[src/rtl/div_pkg.sv]
// Shared types and constants for the sequential restoring divider.
// The step counter must hold the value DD_W, so its width is clog2(DD_W+1).
package div_pkg;

    typedef enum logic [2:0] {
        IDLE,
        ITER,
        FIX,
        ZERO,
        DONE
    } state_t;

    localparam int DEF_DD_W = 16;
    localparam int DEF_DV_W = 8;

    function automatic int cnt_w(input int dd_w);
        return $clog2(dd_w + 1);
    endfunction

endpackage

[src/rtl/seq_divider_if.sv]
// go/done request bundle between a control FSM (master) and seq_divider (slave).
// The remainder signal exists only when DIVIDER_REM_EN is defined.
interface seq_divider_if
    import div_pkg::*;
#(
    parameter int DD_W = DEF_DD_W,
    parameter int DV_W = DEF_DV_W
);
    logic            go;
    logic [DD_W-1:0] dd_in;
    logic [DV_W-1:0] dv_in;
    logic            done;
    logic [DD_W-1:0] quotient;
    logic            dz;
`ifdef DIVIDER_REM_EN
    logic [DV_W-1:0] remainder;
`endif

    modport master (
        output go, dd_in, dv_in,
        input  done, quotient, dz
`ifdef DIVIDER_REM_EN
        , input remainder
`endif
    );

    modport slave (
        input  go, dd_in, dv_in,
        output done, quotient, dz
`ifdef DIVIDER_REM_EN
        , output remainder
`endif
    );

endinterface

[src/rtl/div_step.sv]
// One restoring-division step: shift in the next dividend bit, trial-subtract
// the divisor magnitude, keep the difference if non-negative, else restore.
module div_step
    import div_pkg::*;
#(
    parameter int DV_W = DEF_DV_W
) (
    input  logic [DV_W:0]   rem,
    input  logic            dd_bit,
    input  logic [DV_W-1:0] dv_mag,
    output logic [DV_W:0]   rem_next,
    output logic            q_bit
);
    logic [DV_W+1:0] shifted;
    logic [DV_W+1:0] diff;

    always_comb begin
        shifted  = {rem, dd_bit};
        diff     = shifted - {2'b00, dv_mag};
        q_bit    = ~diff[DV_W+1];
        rem_next = q_bit ? diff[DV_W:0] : shifted[DV_W:0];
    end

endmodule

[src/rtl/seq_divider.sv]
// Multi-cycle signed divider, one quotient bit per clock (restoring algorithm).
// Define DIVIDER_REM_EN to build the signed remainder output and its sign fix.
module seq_divider
    import div_pkg::*;
#(
    parameter int DD_W = DEF_DD_W,
    parameter int DV_W = DEF_DV_W
) (
    input  logic          clk,
    input  logic          reset_L,
    seq_divider_if.slave  bus
);
    localparam int CW = cnt_w(DD_W);

    state_t          state_reg;
    state_t          state_next;
    logic [DD_W-1:0] work_reg;
    logic [DV_W:0]   rem_reg;
    logic [DV_W-1:0] dvm_reg;
    logic            dd_sign_reg;
    logic            dv_sign_reg;
    logic [CW-1:0]   cnt_reg;
    logic            done_reg;
    logic            dz_reg;
    logic [DD_W-1:0] quot_reg;
`ifdef DIVIDER_REM_EN
    logic [DV_W-1:0] rem_out_reg;
`endif

    logic [DD_W-1:0] dd_mag;
    logic [DV_W-1:0] dv_mag;
    logic            dv_zero;
    logic [DV_W:0]   rem_step;
    logic            q_bit;

    assign dd_mag  = bus.dd_in[DD_W-1] ? -bus.dd_in : bus.dd_in;
    assign dv_mag  = bus.dv_in[DV_W-1] ? -bus.dv_in : bus.dv_in;
    assign dv_zero = (bus.dv_in == '0);

    // work_reg shifts dividend bits out of the top while quotient bits enter at the bottom
    div_step #(.DV_W(DV_W)) u_step (
        .rem      (rem_step_src()),
        .dd_bit   (work_reg[DD_W-1]),
        .dv_mag   (dvm_reg),
        .rem_next (rem_step),
        .q_bit    (q_bit)
    );

    function automatic logic [DV_W:0] rem_step_src();
        return rem_reg;
    endfunction

    always_ff @(posedge clk or negedge reset_L) begin
        if (!reset_L) begin
            state_reg <= IDLE;
        end else begin
            state_reg <= state_next;
        end
    end

    always_comb begin
        state_next = state_reg;
        case (state_reg)
            IDLE: if (bus.go) state_next = dv_zero ? ZERO : ITER;
            ITER: if (cnt_reg == CW'(1)) state_next = FIX;
            FIX:  state_next = DONE;
            ZERO: state_next = DONE;
            DONE: if (!bus.go) state_next = IDLE;
            default: state_next = IDLE;
        endcase
    end

    always_ff @(posedge clk or negedge reset_L) begin
        if (!reset_L) begin
            work_reg    <= '0;
            rem_reg     <= '0;
            dvm_reg     <= '0;
            dd_sign_reg <= 1'b0;
            dv_sign_reg <= 1'b0;
            cnt_reg     <= '0;
            done_reg    <= 1'b1;
            dz_reg      <= 1'b0;
            quot_reg    <= '0;
`ifdef DIVIDER_REM_EN
            rem_out_reg <= '0;
`endif
        end else begin
            case (state_reg)
                IDLE: begin
                    if (bus.go) begin
                        // A zero divisor skips iteration, so keep the raw dividend for the remainder
                        work_reg    <= dv_zero ? bus.dd_in : dd_mag;
                        rem_reg     <= '0;
                        dvm_reg     <= dv_mag;
                        dd_sign_reg <= bus.dd_in[DD_W-1];
                        dv_sign_reg <= bus.dv_in[DV_W-1];
                        cnt_reg     <= CW'(DD_W);
                        done_reg    <= 1'b0;
                        dz_reg      <= 1'b0;
                        quot_reg    <= '0;
`ifdef DIVIDER_REM_EN
                        rem_out_reg <= '0;
`endif
                    end
                end
                ITER: begin
                    work_reg <= {work_reg[DD_W-2:0], q_bit};
                    rem_reg  <= rem_step;
                    cnt_reg  <= cnt_reg - CW'(1);
                end
                FIX: begin
                    quot_reg <= (dd_sign_reg ^ dv_sign_reg) ? -work_reg : work_reg;
`ifdef DIVIDER_REM_EN
                    rem_out_reg <= dd_sign_reg ? -rem_reg[DV_W-1:0] : rem_reg[DV_W-1:0];
`endif
                    done_reg <= 1'b1;
                end
                ZERO: begin
                    quot_reg <= '0;
                    dz_reg   <= 1'b1;
`ifdef DIVIDER_REM_EN
                    rem_out_reg <= work_reg[DV_W-1:0];
`endif
                    done_reg <= 1'b1;
                end
                default: begin
                end
            endcase
        end
    end

    assign bus.done     = done_reg;
    assign bus.quotient = quot_reg;
    assign bus.dz       = dz_reg;
`ifdef DIVIDER_REM_EN
    assign bus.remainder = rem_out_reg;
`endif

endmodule

[src/flat_wrapper.sv]
// flat-port wrapper written by rule: the top's interface ports become plain ports
module seq_divider_flat import div_pkg::*;
#(
    parameter int DD_W = DEF_DD_W,
    parameter int DV_W = DEF_DV_W
)
  (clk, reset_L, bus_go, bus_dd_in, bus_dv_in, bus_done, bus_quotient, bus_dz);
  seq_divider_if #(.DD_W(DD_W), .DV_W(DV_W)) bus_i ();
  input  logic clk;
  input  logic reset_L;
  input wire logic [$bits(bus_i.go)-1:0] bus_go;
  input wire logic [$bits(bus_i.dd_in)-1:0] bus_dd_in;
  input wire logic [$bits(bus_i.dv_in)-1:0] bus_dv_in;
  output wire logic [$bits(bus_i.done)-1:0] bus_done;
  output wire logic [$bits(bus_i.quotient)-1:0] bus_quotient;
  output wire logic [$bits(bus_i.dz)-1:0] bus_dz;
  assign bus_i.go = bus_go;
  assign bus_i.dd_in = bus_dd_in;
  assign bus_i.dv_in = bus_dv_in;
  assign bus_done = bus_i.done;
  assign bus_quotient = bus_i.quotient;
  assign bus_dz = bus_i.dz;
  seq_divider #(.DD_W(DD_W), .DV_W(DV_W)) u_core (.clk(clk), .reset_L(reset_L), .bus(bus_i));
endmodule
[config.mk]
export PLATFORM = sky130hd
export DESIGN_NAME = seq_divider_flat
export DESIGN_NICKNAME = d
export VERILOG_FILES = /design/src/rtl/div_pkg.sv /design/src/rtl/seq_divider_if.sv /design/src/rtl/div_step.sv /design/src/rtl/seq_divider.sv /design/src/flat_wrapper.sv
export SDC_FILE = /design/constraint.sdc
export NUM_CORES = 1
export LEC_CHECK = 0
export CAP_MARGIN = 20
export CORE_MARGIN = 5
export CORE_UTILIZATION = 55
export DETAILED_ROUTE_END_ITERATION = 10
export DONT_BUFFER_PORTS = 1
export PLACE_DENSITY = 0.7
export SLEW_MARGIN = 20
export SYNTH_ARGS = -nofsm -noshare
export SYNTH_HDL_FRONTEND = slang
export SYNTH_SLANG_ARGS = --single-unit
[constraint.sdc]
create_clock -name clk -period 2.5 [get_ports clk]
set_input_delay 0.25 -clock clk [delete_from_list [all_inputs] [get_ports clk]]
set_output_delay 0.25 -clock clk [all_outputs]
set_load 0.02 [all_outputs]
After elaboration in Yosys (flattened, before gate mapping):

Cells that the tools add are included.

* add/subtract/negate cells: 5
* $mul: 0
* divide/modulo/power cells: 0
* magnitude comparators: 0
* equal/unequal tests: 8
* shift operators: 0
* multiplexer cells: 21
* bitwise operators: 2
* reduce and logical (&&, ||, !) cells: 13

Operators with widths (count)
* 2-to-1 mux 16 bit: 5
* case mux 16 bit (3 select lines): 1
* negator 16 bit: 2
* case mux 16 bit (2 select lines): 1
* 2-to-1 mux 9 bit: 2
* case mux 9 bit (2 select lines): 1
* case mux 3 bit (4 select lines): 1
* case mux 5 bit (2 select lines): 1
* AND reduction 2 bit: 5
* subtractor 10 x 8 -> 10 bit: 1
* 2-to-1 mux 3 bit: 3
* logical NOT 8 bit: 1
* 2-to-1 mux 8 bit: 1
* negator 8 bit: 1
* equality test 3 x 2 -> 1 bit (second input constant): 2
* nonzero test 2 bit: 3
* equality test 5 x 1 -> 1 bit (second input constant): 1
* 2-to-1 mux 5 bit: 1
* subtractor 5 x 1 -> 5 bit (second input constant): 1
* != test 2 bit (second input constant): 2
* case mux 1 bit (2 select lines): 2
* equality test 3 x 1 -> 1 bit (second input constant): 1
* equality test 3 bit (second input constant): 1
* logical NOT 3 bit: 1
* 8 further kinds: 8

* register bits: 61
* bits in latches: 0
* bits in writable memories: 0
* bits in read-only memories: 0
* input port bits: 27
* output and inout bits: 18
* word-level logic and storage cells: 59
* memories: 0

Longest topological paths before layout:

Gate-level depths: netlist of run 1.

* depth in word-level cells: 5
* mapped depth: 9

Hierarchy:

A second synthesis of run 1 with hierarchy kept.

* cell total of the unflattened synthesis: 447
* area total of the unflattened synthesis: 4031.4 um2

By module, submodules not included
* seq_divider: instances 1, cells each 375, area each 3465.8 um2
* div_step: instances 1, cells each 72, area each 565.5 um2

Worst setup path before layout of run 1:

OpenSTA, ideal clock, no wires.

* kind: register to register
* start: register u_core.rem_reg[3]
* end: register u_core.rem_reg[0]
* arrival time: 1913 ps
* data required time: 2379 ps
* slack: 466 ps
* stages on the path, launching flop included: 8
* path through: dfrtp_1 ha_1 a21o_1 a221oi_1 a21boi_2 xnor2_4 mux2i_1 a22o_1

* cells in the longest elaborated chain, start to end: 3

Ends and longest elaborated chain
* from (decl): line seq_divider.sv:18 `logic [DV_W:0] rem_reg;`
* from (signal assigned): line seq_divider.sv:108 `rem_reg <= rem_step;`
* subtractor 10 x 8 -> 10 bit: line div_step.sv:19 `diff = shifted - {2'b00, dv_mag};`
* 2-to-1 mux 9 bit: line div_step.sv:21 `rem_next = q_bit ? diff[DV_W:0] : shifted[DV_W:0];`
* case mux 9 bit (2 select lines): line seq_divider.sv:88 `case (state_reg)`

Every way passes these cells.
A chain may end at the register's enable or synchronous reset.

Worst setup path after layout of run 1:

* start: register u_core.rem_reg[6]
* end: register u_core.rem_reg[4]

The elaborated chain is that of the path after synthesis.

==> impl_metrics.tcl, run 1 <==
set metrics [dict create \
    clockBufferDepth 2 \
    p_per_area_nw_per_um2 1450 \
    critPathKind "reg -> reg" \
    drtIter0Drc 91 \
    post_drt_via_cell_ratio 5.69 \
    finalClockSkew_ns 0.0104 \
    grt_overflow 0 \
    tightest_slew_ns 1.05 \
    grt_pass1_vias 2741 \
    place_congestion 0.831 \
    routed_wl_mm 7.38 \
    cts.reportedPaths.clkPinSlew_ns 0.07 \
    drive_gt1_frac 0.0796 \
    path_delay_family "compound AO/OA/AOI/OAI gates" \
    ys_seq_area_frac 0.428 \
    async_flop_share 1.00 \
    initial_utilization 0.563 \
    port_buffers 0 \
    setup_violations 0 \
    slew_viol_final 0 \
    setup_tns_ns 0 \
    cp-start-kind "register" \
    post_cts_resized 0 \
    min_path_type "in -> reg" \
    critPathMaxStageDelay_ns 0.42 \
    rows 29 \
    synth_edf_count 0 \
    use_met3 0.0517 \
    grt_usage 0.190 \
    ant_nets 0 \
    holdWs_ns 0.0170 \
    avgRoutedWirePerCell_um 15.4 \
    required_ns 2.70 \
    dr.pass1.iters 5 \
    outcome "complete, no violations" \
    antenna_found_initial 0 \
    use_met2 0.278 \
    dp_hpwl_mm 5.44 \
    num_antenna_cells 0 \
    route.detailed.drc 0 \
    cp_data_arrival_time_ns 2.48 \
    end_kind "register" \
    fillers 552 \
    synthFlopType "dfrtp_1" \
    core_sq_um 6350 \
    clk_latency_ns 0.34 \
    max_clock_freq_mhz 438 \
    synth.cell_area_sq_um 3570 \
    syn_nets 432 \
    grt_busiest_layer "met2" \
    ys_seq_elements 61 \
    p_leak_uw 0.00176 \
    cts_tree "built" \
    cts.root.buffer_cell "clkbuf_8" \
    post_cts_buffers 0 \
    htree_levels 3 \
    synth_area_per_cell_sq_um 9.14 \
    synth_cells 391 \
    final_core_util 0.616 \
    slew-limit-headroom 0.299 \
    yosys_warnings 0 \
    cts_buffers 9 \
    ir_worst_vdd_mv 0.767 \
    grtUsageMet1 0.271 \
    cts_sinks 61 \
    layout.nets 438 \
    io_pins 45 \
    vias 2726 \
    ys_types 45 \
    area_delta_synth_final_pct 9.45 \
    die_h_um 90.6 \
    cp_max_fo 10 \
    rsz0062_at_grt "no" \
    min_period_ns 2.28 \
    grt_pass1_wl_mm 12.9 \
    grt_max_degree 62 \
    dieArea_sq_um 8210 \
    cp_cell_sequence "ha_1, and3_1, a221oi_1, a21boi_2, xnor2_4, mux2i_1, o21ai_0" \
    maxCapViolations 0 \
    r2r_setup_slack_ns 0.22 \
    fin_crit_sh 0.913 \
    worst-path-buf-inv 0 \
    finalHoldViolations 0 \
    cp_slowest_cell "dfrtp_1" \
    chipWidth_um 90.6 \
]
==> metrics by stage <==
stage,instances,setup slack [ns],cell area (sq um),total power [uW]
floorplan,391,0.466,3570,4110
detailed placement,461,0.228,3670,4730
global placement,461,0.370,3670,4610
CTS,479,0.207,3910,5700
global route,479,0.0523,3910,6160
finish,479,0.218,3910,5660
==> worst reg2reg max path, cell delays in order (launching register included) <==
cell	delay (ns)
dfrtp_1	0.42
ha_1	0.35
and3_1	0.24
a221oi_1	0.26
a21boi_2	0.31
xnor2_4	0.25
mux2i_1	0.24
o21ai_0	0.09
==> cells in the final DEF (no fill, tap or decap), types with 3 or more instances in the layout <==
cell type	count
nor4_1	3
o21ai_0	41
a31oi_1	6
or4_1	3
xnor2_1	30
nor2_1	30
o21ai_1	7
mux2i_1	9
nand2b_1	7
clkbuf_8	9
a22oi_1	15
dfrtp_1	60
clkbuf_1	3
buf_4	6
a21o_1	6
nand3_1	6
ha_1	13
inv_1	22
nor3_1	8
xor2_1	9
nor2b_1	3
nand2_1	46
a21oi_1	20
and2_1	3
==> worst paths after layout <==
check	startpoint	endpoint	cells after the start
worst min-delay path	bus_dv_in[7]	u_core.dv_sign_reg	2
worst min register to register	u_core.cnt_reg[4]	u_core.cnt_reg[4]	1
max in group asynchronous	reset_L	u_core.bus.done	2
worst max-delay path	u_core.rem_reg[6]	u_core.rem_reg[4]	7
worst max register to register	u_core.rem_reg[6]	u_core.rem_reg[4]	7
min in group asynchronous	reset_L	u_core.bus.dz	2
==> what timing repair did <==
action / CTS / global route
hold buffers: 2 / 0
hold endpoints to repair: 61 / 0
endpoints found under the setup margin: 0 / 0
==> synth_stat cells (3+ instances only) <==
library cell | number | area share
xor2_1 | 9 | 0.022
nand2b_1 | 7 | 0.012
nor3_1 | 8 | 0.011
a21oi_1 | 20 | 0.028
xnor2_1 | 30 | 0.074
or4_1 | 3 | 0.0063
inv_1 | 22 | 0.023
o21ai_1 | 7 | 0.0098
ha_1 | 13 | 0.046
nand2_1 | 46 | 0.048
a21o_1 | 6 | 0.013
and2_1 | 3 | 0.0053
nand3_1 | 6 | 0.0084
dfrtp_1 | 60 | 0.42
nor2b_1 | 3 | 0.0053
o21ai_0 | 41 | 0.057
nor2_1 | 30 | 0.032
clkbuf_1 | 13 | 0.014
a31oi_1 | 6 | 0.011
nor4_1 | 3 | 0.0053
a22oi_1 | 15 | 0.032
mux2i_1 | 9 | 0.025
==> cell type report <==
cell class,count,area (sq um),share of cell area
clock inverters,4,72.6,0.0186
inverters,22,82.6,0.0211
flip-flops and latches,61,1530,0.391
repair buffers,8,82.6,0.0211
well taps,77,96.3,0.0246
multi-input cells,295,1910,0.489
clock buffers,12,135,0.0345
==> logic make-up (layout without fill, tap and decap cells) <==
| logic type | count (synthesis) | after routing | synth area share |
|---|---|---|---|
| xor+xnor | 40 | 40 | 0.103 |
| simple gates | 121 | 121 | 0.161 |
| flops | 61 | 61 | 0.428 |
| buf+inv | 35 | 46 | 0.0368 |
| compound gates | 111 | 111 | 0.195 |
| fa+ha+maj | 14 | 14 | 0.0511 |
| mux | 9 | 9 | 0.0252 |
==> layer usage <==
| layer | part of all wire | vias to the layer above |
|---|---|---|
| li1 | - | 1379 |
| met1 | 0.50 | 1277 |
| met2 | 0.42 | 61 |
| met3 | 0.058 | 9 |
| met4 | 0.015 | 0 |
| met5 | 0 | - |
==> power by group <==
part	switching (uW)	leakage, uW	total [uW]	internal [uW]
sequential	484	0.000775	1890	1400
clock	375	0.000101	936	561
combinational	1500	0.000885	2840	1330
No activity file was read; power rests on OpenSTA's default activity.
==> inputs of run 2 (changes only) <==
- CORE_UTILIZATION: 55 -> 64
- PLACE_DENSITY: 0.7 -> 0.8
- REMOVE_ABC_BUFFERS: unset -> 1
==> run 2 against run 1 <==
Effect of this change:
- power down 0.36%
- largest power group unchanged
- critical path type unchanged
- register-to-register slack better by 0.06 ns
- cell count down 1.3%
==> impl_metrics.tcl, run 2 (synthesis gave the netlist of run 1 again) <==
set metrics [dict create \
    outcome "complete, no violations" \
    cp_slowest_cell "dfrtp_1" \
    ir_worst_vdd_mv 1.06 \
    io_pins 45 \
    cp_data_arrival_time_ns 2.42 \
    setup_violations 0 \
    p_per_area_nw_per_um2 1440 \
    grt_pass1_wl_mm 12.9 \
    min_period_ns 2.22 \
    max_clock_freq_mhz 450 \
    dieArea_sq_um 7180 \
    tightest_slew_ns 0.859 \
    finalClockSkew_ns 0.00378 \
    multiInputGateArea_sq_um 1920 \
    htree_levels 3 \
    finalHoldViolations 0 \
    fillers 420 \
    avgRoutedWirePerCell_um 15.7 \
    chipWidth_um 84.7 \
    drive_gt1_frac 0.0848 \
    die_h_um 84.7 \
    final_cell_mix "dfrtp_1, nand2_1, o21ai_0" \
    layout.nets 437 \
    routed_wl_mm 7.44 \
    placedInstanceArea_sq_um 3650 \
    cts.reportedPaths.clkPinSlew_ns 0.07 \
    grt_overflow 0 \
    port_buffers 0 \
    vias 2794 \
    rows 27 \
    area_delta_synth_final_pct 9.28 \
    ant_nets 0 \
    slew-limit-headroom 0.426 \
    fin_area_sq_um 3910 \
    end_kind "register" \
    final_common_cell "dfrtp_1" \
    grt_pass1_vias 2733 \
    slew_viol_final 0 \
    cts_buffers 9 \
    cp_cell_sequence "inv_1, ha_1, a21o_1, a221oi_1, a21boi_2, xnor2_4, mux2i_1, o21ai_0" \
    critPathKind "reg -> reg" \
    cp_max_fo 10 \
    cts_tree "built" \
    post_drt_via_cell_ratio 5.91 \
    num_antenna_cells 0 \
    grt_usage 0.224 \
    drtIter0Drc 157 \
    route.detailed.drc 0 \
    dr.pass1.iters 4 \
    setup_tns_ns 0 \
    rsz0062_at_grt "no" \
    fin_crit_sh 0.888 \
    required_ns 2.70 \
    dp_hpwl_mm 5.25 \
    cts_sinks 61 \
    core_sq_um 5470 \
    initial_utilization 0.653 \
    post_cts_buffers 0 \
    antenna_found_initial 0 \
    critPathMaxStageDelay_ns 0.36 \
    maxCapViolations 0 \
    place_congestion 0.870 \
    cts.root.buffer_cell "clkbuf_8" \
    min_path_type "in -> reg" \
    p_leak_uw 0.00176 \
    clk_latency_ns 0.34 \
    grt_max_degree 62 \
    clockBufferDepth 2 \
    r2r_setup_slack_ns 0.28 \
    seq_area_sq_um 1530 \
    cp-start-kind "register" \
]
==> run 2: changes by cell type in the layout (fill, tap and decap cells not counted), sizes merged <==
| cell | previous run | this run |
|---|---|---|
| buf | 7 | 6 |
| bufinv | 2 | 1 |
| clkbuf | 12 | 13 |
==> run 2: repair_timing <==
action,4_1_cts,5_1_grt
endpoints found under the hold margin,61,0
hold buffers,2,0
gates resized for setup,0,0
==> run 2: cell type report <==
type	instances	area share
repair buffers	7	0.0192
clock buffers	13	0.0433
multi-input cells	295	0.491
clock inverters	3	0.0109
well taps	72	0.0231
inverters	22	0.0211
flip-flops and latches	61	0.391
==> run 2: path summary, 6_finish.rpt <==
| path | startpoint | end | cells after the start |
|---|---|---|---|
| min reg2reg | u_core.cnt_reg[4] | u_core.cnt_reg[4] | 1 |
| max in group asynchronous | reset_L | u_core.bus.done | 2 |
| min in group asynchronous | reset_L | u_core.work_reg[15] | 2 |
| max reg2reg | u_core.dvm_reg[6] | u_core.rem_reg[6] | 8 |
| max | u_core.dvm_reg[6] | u_core.rem_reg[6] | 8 |
| min | bus_dv_in[7] | u_core.dv_sign_reg | 2 |
==> run 2: routing by layer <==
layer	wire, um	vias to the layer above	GRT usage
met3	375	10	0.0500
met5	0	-	0
met2	3790	64	0.392
met1	3180	1348	0.270
li1	-	1372	-
met4	88	0	0.0791
==> run 2: through the flow <==
stage               utilization  setup slack, ns  hold WS (ns)  total power [uW]  std cells
global route              0.714            0.133        0.0142              6130        473
global placement          0.667            0.366       -0.0441              4550        455
floorplan                     -            0.457       -0.0456              4060        378
CTS                       0.713            0.283        0.0120              5660        473
finish                    0.714            0.279        0.0196              5640        473
detailed placement        0.667            0.293       -0.0442              4680        455
==> run 2: critical path, delay by kind of cell, from the launching register on <==
| family | cells | cell delay, ns |
|---|---|---|
| flops | 1 | 0.36 |
| compound gates | 4 | 0.85 |
| buf+inv | 1 | 0.05 |
| xor+xnor | 1 | 0.25 |
| fa+ha+maj | 1 | 0.35 |
| mux | 1 | 0.24 |
==> run 2: power breakdown <==
part           total (uW)  switching [uW]  internal [uW]
Combinational        2830            1490           1330
Sequential           1880             477           1400
Clock                 930             389            541
Total                5640            2360           3280
